**config.mk**
```make
export PLATFORM = sky130hd
export DESIGN_NAME = snn_tu_sched
export DESIGN_NICKNAME = d
export VERILOG_FILES = /design/src/rtl/snn_tu_sched_pkg.sv /design/src/rtl/snn_tu_sched_argmax_seq.sv /design/src/rtl/snn_tu_sched.sv
export SDC_FILE = /design/constraint.sdc
export NUM_CORES = 1
export LEC_CHECK = 0
export ABC_CLOCK_PERIOD_IN_PS = 6700
export BUFFER_PORTS_ARGS = -buffer_cell sky130_fd_sc_hd__buf_2
export CAP_MARGIN = 10
export CELL_PAD_IN_SITES_DETAIL_PLACEMENT = 1
export CELL_PAD_IN_SITES_GLOBAL_PLACEMENT = 1
export CORE_MARGIN = 5
export CORE_UTILIZATION = 45
export CTS_CLUSTER_DIAMETER = 50
export DETAILED_ROUTE_END_ITERATION = 6
export GPL_ROUTABILITY_DRIVEN = 0
export HOLD_SLACK_MARGIN = 0.06
export PLACE_DENSITY_LB_ADDON = 0.25
export SETUP_SLACK_MARGIN = 0.4
export SYNTH_ARGS = -nofsm -noshare
export SYNTH_HDL_FRONTEND = slang
export SYNTH_SLANG_ARGS = --single-unit
```
**constraint.sdc**
```tcl
create_clock -name clk -period 6.7 [get_ports clk]
set_clock_uncertainty 0.05 [all_clocks]
set_input_delay 1.005 -clock clk [delete_from_list [all_inputs] [get_ports clk]]
set_output_delay 1.005 -clock clk [all_outputs]
set_load 0.02 [all_outputs]
```
**src/rtl/snn_tu_sched_pkg.sv**
```systemverilog
// Shared state encoding and default sizing for the time-unit scheduler.
package snn_tu_sched_pkg;

    typedef enum logic [2:0] {
        ST_IDLE  = 3'd0,
        ST_INIT  = 3'd1,
        ST_ISSUE = 3'd2,
        ST_WAIT  = 3'd3,
        ST_ADV   = 3'd4,
        ST_ARG   = 3'd5,
        ST_DONE  = 3'd6
    } sched_state_t;

    localparam int N2_DEF      = 8;
    localparam int T_STEPS_DEF = 350;
    localparam int SW_DEF      = 9;
    localparam int CW_DEF      = 8;
    localparam int IW_DEF      = 3;
    localparam int TO_CYC_DEF  = 4095;

endpackage

```
**src/rtl/snn_tu_sched_argmax_seq.sv**
```systemverilog
// Sequential argmax: scans one neuron per cycle after start; the lowest index wins ties.
module snn_tu_sched_argmax_seq #(
    parameter int N2 = 8,
    parameter int CW = 8,
    parameter int IW = 3
) (
    input  logic             clk,
    input  logic             rst,
    input  logic             start,
    input  logic [N2*CW-1:0] counts,
    output logic             done,
    output logic [IW-1:0]    idx,
    output logic [CW-1:0]    max
);

    localparam logic [IW-1:0] LAST = IW'(N2 - 1);

    logic [CW-1:0] cnt_arr [N2];
    logic          active_reg;
    logic [IW-1:0] cur_reg;
    logic [IW-1:0] best_idx_reg;
    logic [CW-1:0] best_cnt_reg;
    logic [CW-1:0] cur_cnt;
    logic          take;

    genvar gi;
    generate
        for (gi = 0; gi < N2; gi++) begin : g_unpack
            assign cnt_arr[gi] = counts[gi*CW +: CW];
        end
    endgenerate

    assign cur_cnt = cnt_arr[cur_reg];
    assign take    = cur_cnt > best_cnt_reg;
    // done/idx/max describe the result including the neuron examined this cycle
    assign done    = active_reg && (cur_reg == LAST);
    assign idx     = take ? cur_reg : best_idx_reg;
    assign max     = take ? cur_cnt : best_cnt_reg;

    always_ff @(posedge clk or negedge rst) begin
        if (!rst) begin
            active_reg   <= 1'b0;
            cur_reg      <= '0;
            best_idx_reg <= '0;
            best_cnt_reg <= '0;
        end else if (start) begin
            active_reg   <= 1'b1;
            cur_reg      <= '0;
            best_idx_reg <= '0;
            best_cnt_reg <= '0;
        end else if (active_reg) begin
            best_idx_reg <= idx;
            best_cnt_reg <= max;
            if (done) begin
                active_reg <= 1'b0;
            end else begin
                cur_reg <= cur_reg + 1'b1;
            end
        end
    end

endmodule

```
**src/rtl/snn_tu_sched.sv**
```systemverilog
// Time-unit scheduler: per image, runs T_STEPS neuron time units, counts spikes, reports argmax.
// Optional WAIT watchdog built when SCHED_TIMEOUT_EN is defined.
module snn_tu_sched
    import snn_tu_sched_pkg::*;
#(
    parameter int N2      = N2_DEF,
    parameter int T_STEPS = T_STEPS_DEF,
    parameter int SW      = SW_DEF,
    parameter int CW      = CW_DEF,
    parameter int IW      = IW_DEF,
    parameter int TO_CYC  = TO_CYC_DEF
) (
    input  logic             clk,
    input  logic             rst,
    input  logic             img_start,
    output logic             busy,
    output logic             start_core_img,
    output logic             start_op_nub,
    input  logic             valid_op_nub,
    input  logic [N2-1:0]    spike_op_nub,
    output logic             TU_incre,
    output logic [N2*CW-1:0] count_out,
    output logic             img_done,
    output logic [IW-1:0]    winner,
    output logic [CW-1:0]    winner_cnt,
    output logic             no_spike,
    output logic             timeout
);

    sched_state_t  state_reg, state_next;
    logic [SW-1:0] step_reg;
    logic          wait_expire;
    logic          arg_start;
    logic          arg_done;
    logic [IW-1:0] arg_idx;
    logic [CW-1:0] arg_max;

`ifdef SCHED_TIMEOUT_EN
    localparam int TW = $clog2(TO_CYC + 1);
    logic [TW-1:0] wait_cnt_reg;
    logic          timeout_reg;

    assign wait_expire = (state_reg == ST_WAIT) && !valid_op_nub &&
                         (wait_cnt_reg == TW'(TO_CYC - 1));
    assign timeout     = timeout_reg;

    always_ff @(posedge clk or negedge rst) begin
        if (!rst) begin
            wait_cnt_reg <= '0;
            timeout_reg  <= 1'b0;
        end else begin
            wait_cnt_reg <= (state_reg == ST_WAIT) ? wait_cnt_reg + 1'b1 : '0;
            timeout_reg  <= timeout_reg | wait_expire;
        end
    end
`else
    assign wait_expire = 1'b0;
    // watchdog not built: TO_CYC is never negative, so this is a constant 0
    assign timeout     = (TO_CYC < 0);
`endif

    always_comb begin
        state_next = state_reg;
        arg_start  = 1'b0;
        unique case (state_reg)
            ST_IDLE:  if (img_start) state_next = ST_INIT;
            ST_INIT:  state_next = ST_ISSUE;
            ST_ISSUE: state_next = ST_WAIT;
            ST_WAIT:  if (valid_op_nub || wait_expire) state_next = ST_ADV;
            ST_ADV: begin
                if (step_reg == SW'(T_STEPS)) begin
                    state_next = ST_ARG;
                    arg_start  = 1'b1;
                end else begin
                    state_next = ST_ISSUE;
                end
            end
            ST_ARG:   if (arg_done) state_next = ST_DONE;
            ST_DONE:  state_next = ST_IDLE;
            default:  state_next = ST_IDLE;
        endcase
    end

    // Outputs are decoded from the next state so each pulse coincides with its state.
    always_ff @(posedge clk or negedge rst) begin
        if (!rst) begin
            state_reg      <= ST_IDLE;
            step_reg       <= '0;
            busy           <= 1'b0;
            start_core_img <= 1'b0;
            start_op_nub   <= 1'b0;
            TU_incre       <= 1'b0;
            img_done       <= 1'b0;
            winner         <= '0;
            winner_cnt     <= '0;
            no_spike       <= 1'b0;
        end else begin
            state_reg      <= state_next;
            busy           <= (state_next != ST_IDLE);
            start_core_img <= (state_next == ST_INIT);
            start_op_nub   <= (state_next == ST_ISSUE);
            TU_incre       <= (state_next == ST_ADV);
            img_done       <= (state_next == ST_DONE);

            if (state_reg == ST_INIT) begin
                step_reg <= '0;
            end else if (state_reg == ST_WAIT && state_next == ST_ADV) begin
                step_reg <= step_reg + 1'b1;
            end

            if (state_next == ST_INIT) begin
                winner     <= '0;
                winner_cnt <= '0;
                no_spike   <= 1'b0;
            end else if (state_reg == ST_ARG && arg_done) begin
                winner     <= arg_idx;
                winner_cnt <= arg_max;
                no_spike   <= (arg_max == '0);
            end
        end
    end

    genvar gi;
    generate
        for (gi = 0; gi < N2; gi++) begin : g_cnt
            logic [CW-1:0] cnt_reg;

            always_ff @(posedge clk or negedge rst) begin
                if (!rst) begin
                    cnt_reg <= '0;
                end else if (state_reg == ST_INIT) begin
                    cnt_reg <= '0;
                end else if (state_reg == ST_WAIT && valid_op_nub &&
                             spike_op_nub[gi] && cnt_reg != '1) begin
                    cnt_reg <= cnt_reg + 1'b1;
                end
            end

            assign count_out[gi*CW +: CW] = cnt_reg;
        end
    endgenerate

    snn_tu_sched_argmax_seq #(
        .N2 (N2),
        .CW (CW),
        .IW (IW)
    ) u_argmax (
        .clk    (clk),
        .rst    (rst),
        .start  (arg_start),
        .counts (count_out),
        .done   (arg_done),
        .idx    (arg_idx),
        .max    (arg_max)
    );

endmodule

```
Word level (Yosys, flattened, before mapping)
Cells that the tools add are included.

Flip-flop bits (word level): 108. Output and inout bits: 82.

Reductions and logical operators: 35. Equality and inequality tests: 20. Bitwise operators: 1. Add/subtract/negate cells: 10. $lt $le $gt $ge: 2. Mux-type cells: 46.

Operators with widths (number): $mux W8 (23); $add A8 B1 Y8 const B (8); $ne A8 B8 Y1 const B (8); $mux W3 (12); $bmux W8 S3 (1); $reduce_bool A2 Y1 (11); $logic_and A1 B1 Y1 (20); $mux W9 (2); $pmux W3 S6 (1); $eq A3 B3 Y1 const B (5); $add A9 B1 Y9 const B (1); $eq A3 B2 Y1 const B (3); $eq A9 B9 Y1 const B (1); $gt A8 B8 Y1 (1); $logic_not A8 Y1 (1); $mux W1 (7); $eq A3 B1 Y1 const B (2); $ge A4 B4 Y1 const B (1); $not A3 Y4 (1); $add A3 B1 Y3 const B (1); $logic_not A3 Y1 (1); $reduce_bool A3 Y1 (1); $ne A2 B2 Y1 const B (1); $reduce_and A2 Y1 (1).

Depth between registers and ports, before layout
Gate-level depths: netlist of run 1.

Depth in word-level cells: 9. Gate-level depth with buffers: 13. Gate-level depth less buffers: 9.

By module
From an unflattened synthesis of run 1, not the netlist that was laid out.

Cells, all modules: 609. Area total of the unflattened synthesis: 6269.8 sq um.

By module, submodules not included: snn_tu_sched (cells an instance 477, times used 1, sequential area each 2327.2 sq um, area an instance 4733.3 sq um); snn_tu_sched_argmax_seq (cells an instance 132, times used 1, sequential area each 375.4 sq um, area an instance 1536.5 sq um).

Least setup slack after synthesis of run 1
No wires, ideal clock.

Path kind: register to register. Start point: reg u_argmax.cur_reg[2]. End point: reg winner_cnt[0]. Slack: 3.485 ns. Data required time: 6.556 ns. Arrival time: 3.071 ns. Cell stages (with the launch flop): 14. Buffers on the path: 4. Path through: dfrtp_1 buf_2 clkbuf_1 mux4_2 mux2_2 ha_1 nor2b_1 o211ai_1 a21oi_1 o22ai_1 buf_2 clkbuf_1 nor2_1 a211oi_1.

Word-level cells in the longest chain between the ends: 8. Elaborated cells on any way between the ends: 15. Those cells by class: order compare: 1; eq/ne: 2; mux: 8; bitwise: 1; reduce/logical: 3.

RTL lines: start: declaration (RTL line snn_tu_sched_argmax_seq.sv:20) `logic [IW-1:0] cur_reg;`; start signal: assignment (RTL line snn_tu_sched_argmax_seq.sv:57) `cur_reg <= cur_reg + 1'b1;`; $not A3 Y4 (implied by the code) (RTL line snn_tu_sched_argmax_seq.sv:33) `assign cur_cnt = cnt_arr[cur_reg];`; $bmux W8 S3 (RTL line snn_tu_sched_argmax_seq.sv:33); $mux W8 (implied by the code) (2 in a row) (RTL line snn_tu_sched_argmax_seq.sv:33); $gt A8 B8 Y1 (RTL line snn_tu_sched_argmax_seq.sv:34) `assign take = cur_cnt > best_cnt_reg;`; $mux W8 (RTL line snn_tu_sched_argmax_seq.sv:38) `assign max = take ? cur_cnt : best_cnt_reg;`; $mux W8 (RTL line snn_tu_sched.sv:115) `end else if (state_reg == ST_ARG && arg_done) begin`; $mux W8 (RTL line snn_tu_sched.sv:111) `if (state_next == ST_INIT) begin`; end signal: assignment (RTL line snn_tu_sched.sv:117) `winner_cnt <= arg_max;`; end: declaration (RTL line snn_tu_sched.sv:25) `output logic [CW-1:0] winner_cnt,`.

Parallel ways exist; a longest one is shown, timed or not. The select of a mux whose other input is x is not followed. A chain may end at the register's enable or synchronous reset.

Worst setup path after layout of run 1
Start point: reg u_argmax.cur_reg[1]. End point: reg winner_cnt[3].

Same word-level chain as after synthesis.

==> results.md, run 1 <==
- Cells after Synth: 564
- Crit end category: flip-flop
- Die Span X: 123 um
- CTS tree: done
- GRT overflow: 0
- Arr. time, crit path: 4380 ps
- F_max: 239 MHz
- H-tree depth: 3
- N_diodes: 0
- Starting Density: 45.9%
- Layout Area Growth over Synthesis: 14.9%
- WL final: 15700 um
- Rows: 41
- Status: completed
- Total chip power: 1.92 mW
- Largest net degree at the start of global routing: 73
- Slew Limit Headroom: 27.6%
- Fillers: 1438
- PortBufs: 92
- Crit Path Max Fanout: 20
- Critical path class: flip-flop to flip-flop
- Post-synthesis sequential area ratio: 46.7%
- Unrepaired setup endpoints after global routing: no
- Ys async rst share: 100%
- Vias in the first global route: 5017
- DRC: 0
- Hold buffer count at cts: 0
- Max reg flops: 64
- WP data required: 6890 ps
- Max IR drop VDD: 0.185 mV
- Initial antenna violation count: 0
- Detailed Routing Iterations Pass 1: 4
- Most common cell after layout, fill and taps aside: dfrtp_1
- Worst Hold Class: flip-flop to flip-flop
- Yosys cell types: 44
- Final Setup Violations: 0
- Syn Std Cell Area: 0.00579 mm2
- Core Area: 0.0126 mm2
- Post-synth EDFFs: 0
- Drt via density: 5.56
- Most frequent cells in the layout: 108 x dfrtp_1, 105 x nor2_1, 91 x buf_2
- Power density cells: 289 mW/mm2
- Storage cell area: 0.00270 mm2
- Die H: 123 um
- FF-to-FF path depth: 10
- Top FF cell, synth: dfrtp_1
- CTS root buffer: clkbuf_16
- I/O Pins: 94
- Fraction of layout cells with a size suffix above 1: 21.1%
- Post-DRT Antenna Nets: 0
- Post-Syn Nets: 596
- Synth Register Bits: 108
- Detailed-route wire length per cell: 19.1 um
- Postcts setup bufs: 0
- CTS clk-pin slew, worst paths: 70 ps
- Synthesis warning total: 0
- Slew at the pin closest to its max-slew limit: 1090 ps
- Startpoint Class: flip-flop
- Total clock sinks: 108
- Hold Vio Cnt, Final: 0
- Worst path slowest cell: dfrtp_1
- Worst path cell trace: mux4_2 -> mux2_2 -> ha_1 -> nor2b_1 -> o211ai_1 -> a21oi_1 -> o22ai_1 -> buf_4 -> nor3_1 -> a211oi_1
- Setup tns final: 0 ps
- Clk_lat worst skew: 350 ps
- Leak: 3.24 nW
- Hold path depth: 2
- CTS Buf Count: 9
- Multi-input logic area: 0.00293 mm2
- Starting DRT DRC Count: 300
- Max Cap Violations: 0
- Nets@finish: 677
- Area of the die: 0.0152 mm2
- Post-CTS Resized: 0
- CP max stage delay: 1060 ps
- Avg Cell Area, Syn: 10.3 um2
- Clk buf depth: 2
- Tot GR Track Use: 22.2%
- Final Critical Period: 4190 ps
- Crit share post-route: 62.6%
- Via count: 4556
- First-pass GRT wire length: 26200 um
- Detailed Place HPWL: 11400 um
- Final Max Slew Viols: 0
==> area by class of cell <==
cell class,instances,area share (%)
multi-input cells,420,44.1
well taps,172,3.24
clock inverters,2,0.150
inverters,11,0.621
repair buffers,95,7.30
flip-flops and latches,108,40.6
clock buffers,12,4.01
==> synth_stat cells (2+ instances only) <==
cell        n  share of area, %
buf_6       2              0.39
mux2i_1    22               3.8
a211oi_1    7              0.91
dfrtp_1   108                47
nand2b_1    5              0.54
buf_2       6              0.52
and2_1      6              0.65
inv_1       9              0.58
o21ai_1     2              0.17
nor2b_1     4              0.43
a21oi_1    12               1.0
nor4_1      4              0.43
buf_4       2              0.26
o22ai_1     2              0.22
and3_1     14               1.5
mux4_2     15               5.8
ha_1       20               4.3
nand4_1    13               1.4
nor2_1    106               6.9
o21ai_0    15               1.3
xnor2_1    35               5.3
nand3_1    30               2.6
nor3_1     16               1.4
and4_1      2              0.30
clkbuf_1   14              0.91
nand2_1    35               2.3
o311a_1     8               1.4
xor2_1     28               4.2
mux2_2      6               1.2
inv_2       2              0.13
==> routing by layer <==
layer,vias to the layer above,global-route usage (%),part of all wire [%]
met5,-,0,0
met4,0,7.96,1.9
met3,22,4.25,3.9
li1,2125,-,-
met1,2311,29.1,45
met2,98,36.7,49
==> worst max-delay path: cells and delay by family (launching register included) <==
family | cells | cell delay [ps]
AO/OA/AOI/OAI | 4 | 1180
AND/OR/NAND/NOR | 2 | 200
flip-flops | 1 | 1060
multiplexers | 2 | 960
adder cells (fa/ha/maj) | 1 | 300
buffers and inverters | 1 | 320
==> worst paths after layout <==
path                                                            from                                   end  slack [ps]
worst max-delay path                 u_argmax.cur_reg[1]$_DFFE_PN0P_             winner_cnt[3]$_DFFE_PN0P_        2510
worst min-delay path            u_argmax.best_idx_reg[0]$_DFFE_PN0P_  u_argmax.best_idx_reg[0]$_DFFE_PN0P_         490
worst max register to register       u_argmax.cur_reg[1]$_DFFE_PN0P_             winner_cnt[3]$_DFFE_PN0P_        2510
worst min register to register  u_argmax.best_idx_reg[0]$_DFFE_PN0P_  u_argmax.best_idx_reg[0]$_DFFE_PN0P_         490
max in group asynchronous                                        rst       g_cnt[7].cnt_reg[1]$_DFFE_PN0P_        4730
min in group asynchronous                                        rst               step_reg[6]$_DFFE_PN0P_         570
==> per-stage QoR <==
step / setup WS, ps / area [um2] / std cells / utilization, % / hold WS (ps)
floorplan: 3480 / 5790 / 564 / - / 436
global placement: 2770 / 6370 / 806 / 50.5 / 457
CTS: 2410 / 6650 / 820 / 52.7 / 488
detailed placement: 2450 / 6370 / 806 / 50.5 / 471
finish: 2510 / 6650 / 820 / 52.7 / 486
global route: 2090 / 6650 / 820 / 52.7 / 527
==> report_power, final <==
| part | switching, mW | internal, mW |
|---|---|---|
| sequential | 0.131 | 0.726 |
| clock | 0.232 | 0.278 |
| combinational | 0.360 | 0.197 |
| total | 0.724 | 1.20 |
==> logic make-up after synthesis <==
kind of cell    count (synthesis)  synth area share (%)
flops                         108                  46.7
xor+xnor                       63                  9.53
fa+ha+maj                      20                  4.32
compound gates                 51                  5.77
buf+inv                        36                  2.85
mux                            46                  11.9
other cells                     1                0.0648
simple gates                  239                  18.9
Note: power is estimated with default switching activity, not from simulation.
==> inputs of run 2 (changes only) <==
ABC_AREA = 1   (was default)
ABC_CLOCK_PERIOD_IN_PS = 4300   (was 6700)
CORE_UTILIZATION = 42   (was 45)
clock period = 4.3 ns   (was 6.7 ns; I/O delays follow)
==> results.md, run 2 <==
- XOR/XNOR Fraction of Synth Area: 0.707%
- Max reg flops: 64
- Tot GR Track Use: 22.1%
- Post-Syn Nets: 871
- Status: completed
- Final Setup Violations: 0
- Starting DRT DRC Count: 341
- Post-synth EDFFs: 0
- First-pass GRT wire length: 31600 um
- Compound-Gate Fraction of Synth Area: 11.8%
- Avg Cell Area, Syn: 7.38 um2
- Clk buf depth: 2
- Synthesis warning total: 0
- Final Max Slew Viols: 0
- CTS tree: done
- CP max stage delay: 460 ps
- Vias in the first global route: 6158
- I/O Pins: 94
- Post-synthesis mux area share: 0%
- Yosys top cell area share: 43.6%
- Delay-heaviest family, CP: simple AND/OR/NAND/NOR gates
- Commonest cells post-synth: 190 x nand2_1, 118 x inv_1, 108 x dfrtp_1, 102 x nand3_1, 79 x o21ai_0
- Starting Density: 42.8%
- Crit end category: flip-flop
- Post-synthesis sequential area ratio: 43.6%
- Clk_lat worst skew: 360 ps
- Nets@finish: 956
- Worst Hold Class: input pin to asynchronous set/reset pin
- Most used cell, CP: nand2_1
- Post-DRT Antenna Nets: 0
- GRT overflow: 0
- Cells after Synth: 839
- Final design utilization: 49.4%
- F_max: 304 MHz
- Syn Std Cell Area: 0.00619 mm2
- Main combinational cell family by area after synthesis: simple AND/OR/NAND/NOR gates
- Layout Area Growth over Synthesis: 15.5%
- Startpoint Class: flip-flop
- Detailed Place HPWL: 14200 um
- Drt via density: 5.42
- Worst path cell trace: inv_2 -> nand2_1 -> nand3_1 -> nand3_1 -> nand2_1 -> inv_1 -> ha_1 -> nand2_1 -> nand2_1 -> nand2_1 -> nand2_1 -> nand2_1 -> nand2_1 -> nand2_1 -> o21ai_0 -> nand2_1 -> o211ai_1 -> inv_1
- Arr. time, crit path: 3490 ps
- CTS clk-pin slew, worst paths: 70 ps
- Bufs and invs on worst path: 3
- Max Cap Violations: 0
- Die H: 131 um
- Postcts setup bufs: 0
- Total chip power: 2.97 mW
- Hold Vio Cnt, Final: 0
- CTS Buf Count: 9
- Most common cell after layout, fill and taps aside: nand2_1
- Dpl cells: 1097
- Crit share post-route: 76.5%
- Via count: 6024
- N_diodes: 0
- Rows: 44
- Adder-Cell Fraction of Synth Area: 4.04%
- Fillers: 1909
- Detailed-route wire length per cell: 16.9 um
- CTS root buffer: clkbuf_16
- Core Area: 0.0145 mm2
- Largest net degree at the start of global routing: 57
- Post-Synth Simple-Gate Area: 30.4%
- Slew Limit Headroom: 39.0%
- Hold buffer count at cts: 0
- Initial antenna violation count: 0
- H-tree depth: 3
- WP data required: 4500 ps
- Synth Register Bits: 108
- Worst Hold Slack: 269 ps
- Fraction of layout cells with a size suffix above 1: 14.8%
- Finished Layout Cells: 1112
- Die Span X: 131 um
- Final Critical Period: 3290 ps
- WL final: 18800 um
- Setup tns final: 0 ps
- Dominant cell type by area after synthesis: dfrtp_1
- Most frequent cells in the layout: 190 x nand2_1, 117 x inv_1, 108 x dfrtp_1
- Most common cell in the netlist: nand2_1
- Top FF cell, synth: dfrtp_1
- Ys async rst share: 100%
- DRC: 0
- Post-CTS Resized: 0
- Crit Path Max Fanout: 34
- Worst path slowest cell: o21ai_0
- Power density cells: 415 mW/mm2
- Detailed Routing Iterations Pass 1: 5
- Slew at the pin closest to its max-slew limit: 913 ps
- PortBufs: 92
- Total clock sinks: 108
- Unrepaired setup endpoints after global routing: no
- Yosys cell types: 35
- Max IR drop VDD: 0.179 mV
- Area of the die: 0.0173 mm2
- Leading post-synthesis cells by cell area: dfrtp_1 44%, nand2_1 12%, nand3_1 8.2%
- Critical path class: flip-flop to flip-flop
- Leak: 3.69 nW
==> run 2: cell types whose count changed after synthesis, moves of 13 or more <==
cell	before	now
nand2_1	35	190
inv_1	9	118
nand3_1	30	102
o21ai_0	15	79
nor2_1	106	45
xnor2_1	35	0
a21oi_1	12	43
xor2_1	28	5
mux2i_1	22	0
mux4_2	15	0
and3_1	14	1
nor3_1	16	29
==> run 2: final cells by class <==
cell class                 instances  area (um2)  share of cell area (%)
sequential                       108        2700                    37.8
timing repair buffer             100         536                    7.49
clock inverter                     5        77.6                    1.08
inverter                         123         462                    6.46
multi-input combinational        582        2910                    40.8
tap                              184         230                    3.22
clock buffer                      10         229                    3.20
==> run 2: logic make-up after synthesis <==
group / after synthesis
adder cells (fa/ha/maj): 20
AND/OR/NAND/NOR: 416
XOR/XNOR: 5
AO/OA/AOI/OAI: 140
other: 1
buffers and inverters: 149
flip-flops: 108
==> run 2: routing by layer <==
| metal | GRT usage, % | up-vias | part of all wire (%) |
|---|---|---|---|
| met5 | 0 | - | 0 |
| met4 | 7.26 | 0 | 1.8 |
| met3 | 3.29 | 25 | 3.4 |
| met2 | 36.5 | 117 | 48 |
| met1 | 29.8 | 2943 | 47 |
| li1 | - | 2939 | - |
==> run 2: worst register-to-register path, stage by stage, from the launching register on <==
cell and delay (ps):
dfrtp_1 400, inv_2 380, nand2_1 180, nand3_1 110
nand3_1 90, nand2_1 130, inv_1 60, ha_1 300
nand2_1 60, nand2_1 60, nand2_1 50, nand2_1 50
nand2_1 40, nand2_1 180, nand2_1 310, o21ai_0 460
nand2_1 110, o211ai_1 100, inv_1 60
==> run 2: worst paths after layout <==
kind                            slack [ps]  cells past startpoint                         endpoint                             from
max in group asynchronous             3170                      2                   busy$_DFF_PN0_                              rst
min in group clk                       480                      1  g_cnt[1].cnt_reg[5]$_DFFE_PN0P_  g_cnt[1].cnt_reg[5]$_DFFE_PN0P_
worst min register to register         480                      1  g_cnt[1].cnt_reg[5]$_DFFE_PN0P_  g_cnt[1].cnt_reg[5]$_DFFE_PN0P_
worst max-delay path                  1010                     18            winner[0]$_DFFE_PN0P_  u_argmax.cur_reg[0]$_DFFE_PN0P_
worst max register to register        1010                     18            winner[0]$_DFFE_PN0P_  u_argmax.cur_reg[0]$_DFFE_PN0P_
worst min-delay path                   270                      1  g_cnt[6].cnt_reg[2]$_DFFE_PN0P_                              rst
==> run 2: where the power goes <==
part           internal, mW  leakage [nW]  total, mW  switching [mW]
logic                 0.243          2.06      0.909           0.666
registers              1.10          1.49       1.17          0.0742
clock network         0.506         0.148      0.891           0.385
total                  1.84          3.69       2.97            1.13
==> run 2: per-stage QoR <==
step	area, um2	setup WS (ps)
3_5_place_dp	6840	1050
6_report	7150	1010
2_1_floorplan	6190	1690
4_1_cts	7150	1020
5_1_grt	7150	632
3_3_place_gp	6840	1200
